**config.mk**
```make
export PLATFORM = sky130hd
export DESIGN_NAME = fu_cdb_arb_flat
export DESIGN_NICKNAME = d
export VERILOG_FILES = /design/src/rtl/fu_cdb_arb_if.sv /design/src/rtl/fu_cdb_arb.sv /design/src/flat_wrapper.sv
export SDC_FILE = /design/constraint.sdc
export NUM_CORES = 1
export LEC_CHECK = 0
export BUFFER_PORTS_ARGS = -buffer_cell sky130_fd_sc_hd__buf_4
export CAP_MARGIN = 20
export CORE_ASPECT_RATIO = 1.5
export CORE_MARGIN = 3
export CORE_UTILIZATION = 30
export DETAILED_ROUTE_END_ITERATION = 7
export GPL_TIMING_DRIVEN = 0
export SYNTH_ARGS = -nofsm -noshare
export SYNTH_HDL_FRONTEND = slang
export SYNTH_SLANG_ARGS = --single-unit
```
**constraint.sdc**
```tcl
create_clock -name clk -period 5.6 [get_ports clk]
set_input_delay 0.84 -clock clk [delete_from_list [all_inputs] [get_ports clk]]
set_output_delay 0.84 -clock clk [all_outputs]
set_load 0.02 [all_outputs]
```
**src/rtl/fu_cdb_arb_if.sv**
```systemverilog
// Completion-arbiter bundle: execution-unit result channels, branch-resolve
// broadcast from the ROB, and the single granted writeback toward CDB/PRF/ROB.
interface fu_cdb_arb_if #(
  parameter int NUM_CH    = 4,
  parameter int DATA_W    = 64,
  parameter int PRF_IDX_W = 6,
  parameter int ROB_IDX_W = 5,
  parameter int BR_MASK_W = 5
);
  logic [NUM_CH-1:0]                 ch_vld;
  logic [NUM_CH-1:0]                 ch_rdy;
  logic [NUM_CH-1:0]                 ch_wr_en;
  logic [NUM_CH*PRF_IDX_W-1:0]       ch_tag;
  logic [NUM_CH*DATA_W-1:0]          ch_value;
  logic [NUM_CH*(ROB_IDX_W+1)-1:0]   ch_rob_idx;
  logic [NUM_CH*BR_MASK_W-1:0]       ch_br_mask;
  logic                              rob_br_recovery;
  logic                              rob_br_pred_correct;
  logic [BR_MASK_W-1:0]              rob_br_tag_fix;
  logic                              cdb_vld;
  logic [PRF_IDX_W-1:0]              cdb_tag;
  logic [DATA_W-1:0]                 cdb_value;
  logic                              rob_done;
  logic [ROB_IDX_W:0]                rob_idx;
  logic [NUM_CH-1:0]                 grant;

  modport master (
    output ch_vld, ch_wr_en, ch_tag, ch_value, ch_rob_idx, ch_br_mask,
    output rob_br_recovery, rob_br_pred_correct, rob_br_tag_fix,
    input  ch_rdy, cdb_vld, cdb_tag, cdb_value, rob_done, rob_idx, grant
  );

  modport slave (
    input  ch_vld, ch_wr_en, ch_tag, ch_value, ch_rob_idx, ch_br_mask,
    input  rob_br_recovery, rob_br_pred_correct, rob_br_tag_fix,
    output ch_rdy, cdb_vld, cdb_tag, cdb_value, rob_done, rob_idx, grant
  );
endinterface

```
**src/rtl/fu_cdb_arb.sv**
```systemverilog
// Writeback arbiter: per-unit result FIFOs with branch-mask squash, one grant per
// cycle to CDB/PRF/ROB, optional fixed priority for ch0 and round-robin otherwise.
module fu_cdb_arb #(
  parameter int NUM_CH    = 4,
  parameter int BUF_DEPTH = 2,
  parameter int DATA_W    = 64,
  parameter int PRF_IDX_W = 6,
  parameter int ROB_IDX_W = 5,
  parameter int BR_MASK_W = 5,
  parameter int PRIO_CH0  = 1
) (
  input logic         clk,
  input logic         rst,
  fu_cdb_arb_if.slave bus
);
  localparam int DEPTH_W = $clog2(BUF_DEPTH);
  localparam int CH_W    = $clog2(NUM_CH);
  localparam int ROB_W   = ROB_IDX_W + 1;
  localparam logic [CH_W-1:0] RR_INIT  = (PRIO_CH0 != 0) ? CH_W'(1) : '0;
  localparam logic [CH_W:0]   NUM_CH_L = (CH_W+1)'(NUM_CH);

  logic [NUM_CH-1:0]    full, empty, eligible, dead_pop, pop, push;
  logic [NUM_CH-1:0]    head_wr_en;
  logic [PRF_IDX_W-1:0] head_tag   [NUM_CH];
  logic [DATA_W-1:0]    head_value [NUM_CH];
  logic [ROB_W-1:0]     head_rob   [NUM_CH];

  logic [NUM_CH-1:0]    grant;
  logic                 grant_any;
  logic [CH_W-1:0]      grant_idx;
  logic [CH_W-1:0]      rr_reg, rr_next;
  logic [CH_W:0]        cand, nxt;
  logic                 cdb_vld;

  generate
    for (genvar gi = 0; gi < NUM_CH; gi++) begin : g_ch
      logic [DEPTH_W:0]     head_reg, tail_reg;
      logic [DEPTH_W-1:0]   head_addr, tail_addr;
      logic                 wr_en_mem [BUF_DEPTH];
      logic [PRF_IDX_W-1:0] tag_mem   [BUF_DEPTH];
      logic [DATA_W-1:0]    value_mem [BUF_DEPTH];
      logic [ROB_W-1:0]     rob_mem   [BUF_DEPTH];
      logic [BR_MASK_W-1:0] mask_reg  [BUF_DEPTH];
      logic                 live_reg  [BUF_DEPTH];
      logic [BR_MASK_W-1:0] in_mask, push_mask;
      logic                 push_live, killed;

      assign head_addr = head_reg[DEPTH_W-1:0];
      assign tail_addr = tail_reg[DEPTH_W-1:0];
      assign full[gi]  = (head_reg[DEPTH_W] != tail_reg[DEPTH_W]) &&
                         (head_reg[DEPTH_W-1:0] == tail_reg[DEPTH_W-1:0]);
      assign empty[gi] = (head_reg == tail_reg);

      // A head squashed by this cycle's recovery is treated exactly like a dead head.
      assign killed       = bus.rob_br_recovery && |(mask_reg[head_addr] & bus.rob_br_tag_fix);
      assign eligible[gi] = ~empty[gi] & live_reg[head_addr] & ~killed;
      assign dead_pop[gi] = ~empty[gi] & ~eligible[gi];
      assign pop[gi]      = dead_pop[gi] | grant[gi];
      assign push[gi]     = bus.ch_vld[gi] & ~full[gi];
      assign bus.ch_rdy[gi] = ~full[gi] & ~rst;

      assign in_mask   = bus.ch_br_mask[gi*BR_MASK_W +: BR_MASK_W];
      assign push_live = ~(bus.rob_br_recovery && |(in_mask & bus.rob_br_tag_fix));
      assign push_mask = (bus.rob_br_pred_correct && !bus.rob_br_recovery) ?
                         (in_mask & ~bus.rob_br_tag_fix) : in_mask;

      assign head_wr_en[gi] = wr_en_mem[head_addr];
      assign head_tag[gi]   = tag_mem[head_addr];
      assign head_value[gi] = value_mem[head_addr];
      assign head_rob[gi]   = rob_mem[head_addr];

      always_ff @(posedge clk or posedge rst) begin
        if (rst) begin
          head_reg <= '0;
          tail_reg <= '0;
        end else begin
          if (pop[gi])  head_reg <= head_reg + 1'b1;
          if (push[gi]) tail_reg <= tail_reg + 1'b1;
        end
      end

      // Payload needs no reset: occupancy is tracked entirely by the pointers.
      always_ff @(posedge clk) begin
        for (int e = 0; e < BUF_DEPTH; e++) begin
          if (bus.rob_br_recovery && |(mask_reg[e] & bus.rob_br_tag_fix))
            live_reg[e] <= 1'b0;
          else if (bus.rob_br_pred_correct)
            mask_reg[e] <= mask_reg[e] & ~bus.rob_br_tag_fix;
        end
        if (push[gi]) begin
          wr_en_mem[tail_addr] <= bus.ch_wr_en[gi];
          tag_mem[tail_addr]   <= bus.ch_tag[gi*PRF_IDX_W +: PRF_IDX_W];
          value_mem[tail_addr] <= bus.ch_value[gi*DATA_W +: DATA_W];
          rob_mem[tail_addr]   <= bus.ch_rob_idx[gi*ROB_W +: ROB_W];
          mask_reg[tail_addr]  <= push_mask;
          live_reg[tail_addr]  <= push_live;
        end
      end
    end
  endgenerate

  always_comb begin
    grant     = '0;
    grant_any = 1'b0;
    grant_idx = '0;
    cand      = '0;
    if (!bus.rob_br_recovery) begin
      if (PRIO_CH0 != 0 && eligible[0]) begin
        grant_any = 1'b1;
      end else begin
        for (int k = 0; k < NUM_CH; k++) begin
          cand = {1'b0, rr_reg} + (CH_W+1)'(k);
          if (cand >= NUM_CH_L) cand = cand - NUM_CH_L;
          if (!grant_any && eligible[cand[CH_W-1:0]]) begin
            grant_any = 1'b1;
            grant_idx = cand[CH_W-1:0];
          end
        end
      end
      if (grant_any) grant[grant_idx] = 1'b1;
    end
  end

  // Fixed-priority ch0 grants leave the rotation untouched.
  always_comb begin
    rr_next = rr_reg;
    nxt     = '0;
    if (grant_any && !(PRIO_CH0 != 0 && grant_idx == '0)) begin
      nxt = {1'b0, grant_idx} + 1'b1;
      if (nxt >= NUM_CH_L) nxt = '0;
      if (PRIO_CH0 != 0 && nxt == '0) nxt = (CH_W+1)'(1);
      rr_next = nxt[CH_W-1:0];
    end
  end

  always_ff @(posedge clk or posedge rst) begin
    if (rst) rr_reg <= RR_INIT;
    else     rr_reg <= rr_next;
  end

  assign cdb_vld       = grant_any & head_wr_en[grant_idx];
  assign bus.grant     = grant;
  assign bus.rob_done  = grant_any;
  assign bus.rob_idx   = grant_any ? head_rob[grant_idx] : '0;
  assign bus.cdb_vld   = cdb_vld;
  assign bus.cdb_tag   = cdb_vld ? head_tag[grant_idx] : '0;
  assign bus.cdb_value = cdb_vld ? head_value[grant_idx] : '0;
endmodule

```
**src/flat_wrapper.sv**
```systemverilog
// flat-port wrapper written by rule: the top's interface ports become plain ports
module fu_cdb_arb_flat 
#(
  parameter int NUM_CH    = 4,
  parameter int BUF_DEPTH = 2,
  parameter int DATA_W    = 64,
  parameter int PRF_IDX_W = 6,
  parameter int ROB_IDX_W = 5,
  parameter int BR_MASK_W = 5,
  parameter int PRIO_CH0  = 1
)
  (clk, rst, bus_ch_vld, bus_ch_wr_en, bus_ch_tag, bus_ch_value, bus_ch_rob_idx, bus_ch_br_mask, bus_rob_br_recovery, bus_rob_br_pred_correct, bus_rob_br_tag_fix, bus_ch_rdy, bus_cdb_vld, bus_cdb_tag, bus_cdb_value, bus_rob_done, bus_rob_idx, bus_grant);
  fu_cdb_arb_if #(.NUM_CH(NUM_CH), .DATA_W(DATA_W), .PRF_IDX_W(PRF_IDX_W), .ROB_IDX_W(ROB_IDX_W), .BR_MASK_W(BR_MASK_W)) bus_i ();
  input logic clk;
  input logic rst;
  input wire logic [$bits(bus_i.ch_vld)-1:0] bus_ch_vld;
  input wire logic [$bits(bus_i.ch_wr_en)-1:0] bus_ch_wr_en;
  input wire logic [$bits(bus_i.ch_tag)-1:0] bus_ch_tag;
  input wire logic [$bits(bus_i.ch_value)-1:0] bus_ch_value;
  input wire logic [$bits(bus_i.ch_rob_idx)-1:0] bus_ch_rob_idx;
  input wire logic [$bits(bus_i.ch_br_mask)-1:0] bus_ch_br_mask;
  input wire logic [$bits(bus_i.rob_br_recovery)-1:0] bus_rob_br_recovery;
  input wire logic [$bits(bus_i.rob_br_pred_correct)-1:0] bus_rob_br_pred_correct;
  input wire logic [$bits(bus_i.rob_br_tag_fix)-1:0] bus_rob_br_tag_fix;
  output wire logic [$bits(bus_i.ch_rdy)-1:0] bus_ch_rdy;
  output wire logic [$bits(bus_i.cdb_vld)-1:0] bus_cdb_vld;
  output wire logic [$bits(bus_i.cdb_tag)-1:0] bus_cdb_tag;
  output wire logic [$bits(bus_i.cdb_value)-1:0] bus_cdb_value;
  output wire logic [$bits(bus_i.rob_done)-1:0] bus_rob_done;
  output wire logic [$bits(bus_i.rob_idx)-1:0] bus_rob_idx;
  output wire logic [$bits(bus_i.grant)-1:0] bus_grant;
  assign bus_i.ch_vld = bus_ch_vld;
  assign bus_i.ch_wr_en = bus_ch_wr_en;
  assign bus_i.ch_tag = bus_ch_tag;
  assign bus_i.ch_value = bus_ch_value;
  assign bus_i.ch_rob_idx = bus_ch_rob_idx;
  assign bus_i.ch_br_mask = bus_ch_br_mask;
  assign bus_i.rob_br_recovery = bus_rob_br_recovery;
  assign bus_i.rob_br_pred_correct = bus_rob_br_pred_correct;
  assign bus_i.rob_br_tag_fix = bus_rob_br_tag_fix;
  assign bus_ch_rdy = bus_i.ch_rdy;
  assign bus_cdb_vld = bus_i.cdb_vld;
  assign bus_cdb_tag = bus_i.cdb_tag;
  assign bus_cdb_value = bus_i.cdb_value;
  assign bus_rob_done = bus_i.rob_done;
  assign bus_rob_idx = bus_i.rob_idx;
  assign bus_grant = bus_i.grant;
  fu_cdb_arb #(.NUM_CH(NUM_CH), .BUF_DEPTH(BUF_DEPTH), .DATA_W(DATA_W), .PRF_IDX_W(PRF_IDX_W), .ROB_IDX_W(ROB_IDX_W), .BR_MASK_W(BR_MASK_W), .PRIO_CH0(PRIO_CH0)) u_core (.clk(clk), .rst(rst), .bus(bus_i));
endmodule
```
==> metrics.md, run 1 <==
| Metric | Value |
|---|---|
| Power Total | 22.9 mW |
| Clock Latency Late Sink | 0.65 ns |
| Peak VDD IR | 0.400 mV |
| Post-synth top cells | edfxtp_1 (664), mux2i_1 (352), nand2_1 (168) |
| Synth Register Bits | 682 |
| Remaining DRCs | 0 |
| Worst EP required | 4.76 ns |
| Critical Path Start | bus_rob_br_tag_fix[0] |
| Share of layout cells above drive strength 1 | 30.6% |
| TritonCTS sink count | 682 |
| Dpl cell area | 35100 µm² |
| Core Rows | 141 |
| Min-Delay Startpoint | bus_ch_value[65] |
| Setup WS pre-CTS | -0.471 ns |
| Crit start category | input pin |
| Initial antenna violation count | 16 |
| Final Hold Fails | 0 |
| FF-to-FF End | u_core.rr_reg[1] |
| Vias | 19800 |
| Final ANT Viol Nets | 0 |
| Nets@finish | 2825 |
| Post-synth EDFFs | 664 |
| Max cap viols | 0 |
| Clock buffer depth | 3 |
| Netlist cell types | 53 |
| Fin crit period | 5.46 ns |
| Final setup violation count | 0 |
| Total gr overflow | 0 |
| Worst Tran Pin Value | 1.23 ns |
| Clk pwr share | 21.5% |
| Chip height | 393 µm |
| Port bufs | 426 |
| Reg2reg setup slack | 2.06 ns |
| Pin count of the biggest net entering global routing | 48 |
| Worst hold path endpoint | u_core.g_ch[1].value_mem[0][1] |
| Tot GR Track Use | 18.5% |
| Max FFs per register | 512 |
| Initial Util | 30.4% |
| Hold_buf cts | 0 |
| Most common cell in the synthesized netlist | edfxtp_1 |
| Final worst path period share | 97.6% |
| Starting DRT DRC Count | 1521 |
| CTS tree | built |
| Upper clock frequency limit | 183 MHz |
| Static leakage | 13.5 nW |
| Top Registers | u_core.g_ch.value_mem: 512 flops, u_core.g_ch.rob_mem: 48 flops, u_core.g_ch.tag_mem: 48 flops |
| RSZ-0062 raised after global routing | false |
| Layout area overhead | 25.8% |
| Crit-path max FO | 10 |
| Global-route wire length before repair | 140 mm |
| Ys flop type | edfxtp_1 |
| TritonRoute pass-1 iters | 7 |
| YS warnings | 0 |
| Clock transition at the registers of the reported paths | 0.06 ns |
| Design internal power | 13.7 mW |
| Num CTS Buffers | 72 |
| Slew margin rel. | 17.7% |
| Synthesized Nets | 2304 |
| Power Density | 606 nW/µm² |
| Fin. max-slew vios | 0 |
| Placed cells | 3688 |
| RR Startpoint | u_core.g_ch[3].mask_reg[0][0] |
| WHS Path Cells | 1 |
| Sequential fraction of the synthesis area | 68.0% |
| Switching pwr | 9.16 mW |
| Reg with most FFs | u_core.g_ch.value_mem |
| Synth top area share | 66.5% |
| HP Class | input pin to register |
| Post-DP HPWL | 74.0 mm |
| Cells after synthesis | 1961 |
| Number of global-route vias before repair | 20600 |
| Chip Width | 264 µm |
| Routed WL | 99.5 mm |
| Core area | 98800 µm² |
| Status | finished, final reports clean |
| Combinational power share | 44.7% |
| I/O pin cnt | 427 |
| Clk_skew | 0.0236 ns |
| R2R depth | 10 |
| CP Capture Type | output pin |
| Sequential share of power | 33.8% |
| Vias per std cell | 5.15 |
| Non-Filler Instances | 3842 |
| CTS root buffer | clkbuf_16 |
| Synth top area cells | edfxtp_1 (66%), mux2i_1 (12%), nor4_1 (2.9%) |
| Synth Cell Area | 30000 µm² |
| Routed len/inst | 25.9 µm |
| Yosys top cell by area | edfxtp_1 |
| Final WS setup | 0.136 ns |
| Net Sw Frac | 40.1% |
| Full die area | 104000 µm² |
| Synth async-reset ratio | 2.64% |
| Crit Path Category | input pin to output pin |
| GPL Wtd Cong | 0.874 |
| Fin area | 37700 µm² |
| CP Data Arrival Time | 4.62 ns |
| Post-synthesis area per instance | 15.3 µm² |
| Htree depth | 3 |
## layout by cell type, fill, tap and decap left out, types with 6 or more instances in the layout
| master | instances |
|---|---|
| a211oi_1 | 6 |
| a21oi_1 | 23 |
| a222oi_1 | 12 |
| a22oi_1 | 16 |
| a22oi_2 | 69 |
| a32o_1 | 6 |
| buf_16 | 7 |
| buf_2 | 31 |
| buf_4 | 436 |
| buf_6 | 9 |
| bufinv_16 | 8 |
| clkbuf_1 | 116 |
| clkbuf_16 | 77 |
| clkinv_1 | 8 |
| clkinv_2 | 10 |
| clkinvlp_4 | 7 |
| dfrtp_1 | 17 |
| diode_2 | 17 |
| edfxtp_1 | 664 |
| inv_1 | 12 |
| inv_4 | 9 |
| mux2_2 | 72 |
| mux2i_1 | 346 |
| mux2i_2 | 6 |
| nand2_1 | 168 |
| nand3_1 | 9 |
| nor2_1 | 41 |
| nor4_1 | 140 |
| o211ai_1 | 10 |
| o21ai_0 | 50 |
| o221ai_1 | 72 |
| xnor2_1 | 9 |
## logic make-up (layout without fill, tap and decap cells)
kind of cell,count (synthesis),after routing,synth area share (%)
other,0,17,0
adders and majority gates,2,2,0.0834
xor gates and xnor gates,13,13,0.430
and+or+nand+nor,369,369,5.93
AOI/OAI and AO/OA,295,295,8.56
DFF,682,682,68.0
buffers and inverters,176,753,2.56
muxes,424,424,14.5
## worst max path at each step
stage | to | slack, ns
finish | bus_cdb_value[13] | 0.14
CTS | bus_cdb_value[28] | 0.01
global route | bus_cdb_value[4] | 0.02
global placement | bus_cdb_value[52] | -1.14
floorplan | bus_cdb_tag[5] | 1.48
detailed placement | bus_cdb_value[52] | -0.47
## per-stage QoR
step / util, % / hold WS (ns) / TNS (ns)
final: 38.2 / 0.375 / 0
after global routing: 38.2 / 0.329 / 0
after CTS: 38.1 / 0.300 / 0
after detailed placement: 35.6 / 0.512 / -19.96
after global placement: 35.2 / 0.512 / -102.86
after floorplan: - / 0.486 / 0
## layout make-up
type | instances | area, µm²
fill | 9384 | 61100
sequential | 682 | 20400
multi-input combinational | 1103 | 8920
timing repair buffer | 448 | 3550
clock buffer | 90 | 1980
tap | 1287 | 1610
buffer | 152 | 691
clock inverter | 40 | 434
inverter | 23 | 109
antenna | 17 | 42.5
## worst max-delay path, cell delays in order
cell and delay [ns]:
buf_4 0.11, buf_2 0.20, a222oi_1 0.52, a211oi_1 0.25, a211oi_4 0.43, o21ai_1 0.15, a211oi_1 0.27, buf_4 0.34
clkbuf_1 0.55, o221ai_1 0.43, a22oi_2 0.32, buf_4 0.19
## power by group through the flow
stage / logic (mW) / clock network [mW] / registers [mW]
after global placement: 9.74 / 0 / 7.90
after global routing: 10.9 / 5.24 / 7.83
after CTS: 10.3 / 5.06 / 7.72
after detailed placement: 10.1 / 0 / 7.82
final: 10.2 / 4.92 / 7.72
after floorplan: 6.22 / 0 / 7.74
## timing repair
| item | in CTS | in global routing |
|---|---|---|
| pin swaps | 3 | 0 |
| buffers inserted | 6 | 1 |
| setup endpoints to repair | 71 | 49 |
| resized for setup | 10 | 12 |
## per-layer routing
| metal | vias up | wire [µm] | GRT usage (%) |
|---|---|---|---|
| met2 | 729 | 51100 | 33.1 |
| met5 | - | 41 | 0 |
| met1 | 9954 | 38700 | 21.2 |
| li1 | 8912 | - | - |
| met4 | 6 | 4210 | 8.64 |
| met3 | 170 | 5460 | 3.70 |
(Power assumes the default switching activity.)
==> run 2, diff against run 1 <==
REMOVE_ABC_BUFFERS = 1   (was unset)
==> metrics.md, run 2 (synthesized netlist as in run 1, its figures left out) <==
| Metric | Value |
|---|---|
| Top Registers | u_core.g_ch.value_mem: 512 flops, u_core.g_ch.rob_mem: 48 flops, u_core.g_ch.tag_mem: 48 flops |
| RSZ-0062 raised after global routing | false |
| Full die area | 104000 µm² |
| Number of global-route vias before repair | 20900 |
| Hold WS | 0.378 ns |
| Hold_buf cts | 0 |
| Core Rows | 141 |
| Setup TNS | 0 ns |
| Fillers | 9193 |
| Status | finished, final reports clean |
| Max FFs per register | 512 |
| CP Capture Type | output pin |
| Fin. max-slew vios | 0 |
| Initial Util | 30.4% |
| Fin area | 38100 µm² |
| Core area | 98800 µm² |
| Chip Width | 264 µm |
| Chip height | 393 µm |
| Vias | 19900 |
| Final worst path period share | 97.4% |
| TritonRoute pass-1 iters | 7 |
| Post-DP HPWL | 64.0 mm |
| Dpl cell area | 35500 µm² |
| CTS root buffer | clkbuf_16 |
| Commonest non-fill, non-tap cell in the layout | edfxtp_1 |
| Final ANT Viol Nets | 0 |
| Upper clock frequency limit | 183 MHz |
| Vias per std cell | 5.30 |
| Max cap viols | 0 |
| Tot GR Track Use | 18.1% |
| Starting DRT DRC Count | 1579 |
| CP Data Arrival Time | 4.61 ns |
| Total gr overflow | 0 |
| Final setup violation count | 0 |
| Pin count of the biggest net entering global routing | 68 |
| Clock buffer depth | 3 |
| Worst EP required | 4.76 ns |
| Global-route wire length before repair | 139 mm |
| Final Hold Fails | 0 |
| Remaining DRCs | 0 |
| Power Density | 614 nW/µm² |
| Static leakage | 13.7 nW |
| HP Class | input pin to register |
| Crit-path max FO | 42 |
| Initial antenna violation count | 18 |
| Crit start category | register |
| I/O pin cnt | 427 |
| Reg with most FFs | u_core.g_ch.value_mem |
| Routed len/inst | 26.2 µm |
| TritonCTS sink count | 682 |
| Multi-input gate area | 8970 µm² |
| Clock transition at the registers of the reported paths | 0.06 ns |
| CTS tree | built |
| Htree depth | 3 |
| Clk_skew | 0.0210 ns |
| Routed WL | 98.1 mm |
| Fin crit period | 5.45 ns |
| Worst Tran Pin Value | 0.970 ns |
| Register area | 20400 µm² |
| Port bufs | 426 |
| Final core utilization | 38.6% |
| Layout area overhead | 27.2% |
| Share of layout cells above drive strength 1 | 32.2% |
| Crit Path Category | register to output pin |
| Slew margin rel. | 35.1% |
| Clock Latency Late Sink | 0.64 ns |
| Nets@finish | 2729 |
| Peak VDD IR | 0.465 mV |
| Most frequent cells in the layout | edfxtp_1 (664), buf_4 (440), mux2i_1 (352) |
| Num CTS Buffers | 73 |
| GPL Wtd Cong | 0.815 |
run 2: cell count changes in the layout (fill, tap and decap cells not counted), moves of 9 or more:
cell      delta
buf_12      +13
buf_16      +21
buf_2       -31
buf_6        -9
buf_8       +13
clkbuf_1   -100
run 2: what timing repair did:
action	4_1_cts	5_1_grt
gates resized for setup	5	6
pin swaps	7	2
setup endpoints to repair	80	53
buffers inserted	12	4
cloned	1	2
endpoints found under the hold margin	0	0
run 2: report_power, final:
part	switching (mW)	internal (mW)
registers	0.542	7.31
logic	6.70	4.09
clock network	2.05	2.73
total	9.29	14.1
run 2: path summary, 6_finish.rpt:
path                                       startpoint                               to  slack [ns]  depth (start not counted)
setup / recovery           u_core.g_ch[1].head_reg[0]                bus_cdb_value[14]        0.15                         12
hold / removal                      bus_ch_value[105]  u_core.g_ch[1].value_mem[0][41]        0.38                          1
setup reg to reg           u_core.g_ch[0].head_reg[0]                 u_core.rr_reg[1]        1.78                         12
hold reg to reg                      u_core.rr_reg[0]                 u_core.rr_reg[0]        0.53                          2
max in group asynchronous                         rst       u_core.g_ch[2].head_reg[0]        4.55                          2
min in group asynchronous                         rst       u_core.g_ch[3].head_reg[1]        0.44                          2
run 2: through the flow:
step / power [mW] / std cells / worst slack, ns
3_3_place_gp: 17.8 / 3521 / -52.39
4_1_cts: 23.5 / 3723 / 0.00904
6_report: 23.4 / 3745 / 0.145
5_1_grt: 24.5 / 3742 / 0.0370
3_5_place_dp: 18.5 / 3578 / -0.981
2_1_floorplan: 14.1 / 1808 / -21.47
run 2: layout make-up:
cell class / count / share of cell area, %
inverter: 23 / 0.354
timing repair buffer: 501 / 12.2
clock inverter: 39 / 0.987
antenna: 15 / 0.0984
tap: 1287 / 4.22
multi-input combinational: 1105 / 23.5
sequential: 682 / 53.5
clock buffer: 93 / 5.15
run 2: worst max-delay path, cell delays in order (launching register included):
cell      delay [ns]
dfrtp_4         0.81
inv_1           0.24
o211ai_1        0.25
o32a_1          0.46
a211oi_4        0.09
buf_8           0.18
nor3_4          0.31
inv_8           0.15
buf_16          0.23
a211o_4         0.42
buf_12          0.19
a22oi_2         0.27
buf_4           0.19
run 2: layer usage:
layer	vias to the layer above	routed length (µm)	global-route usage, %
li1	8736	-	-
met1	10000	37800	20.8
met2	892	50100	32.1
met3	188	6370	3.74
met4	4	3790	8.75
met5	-	27	0
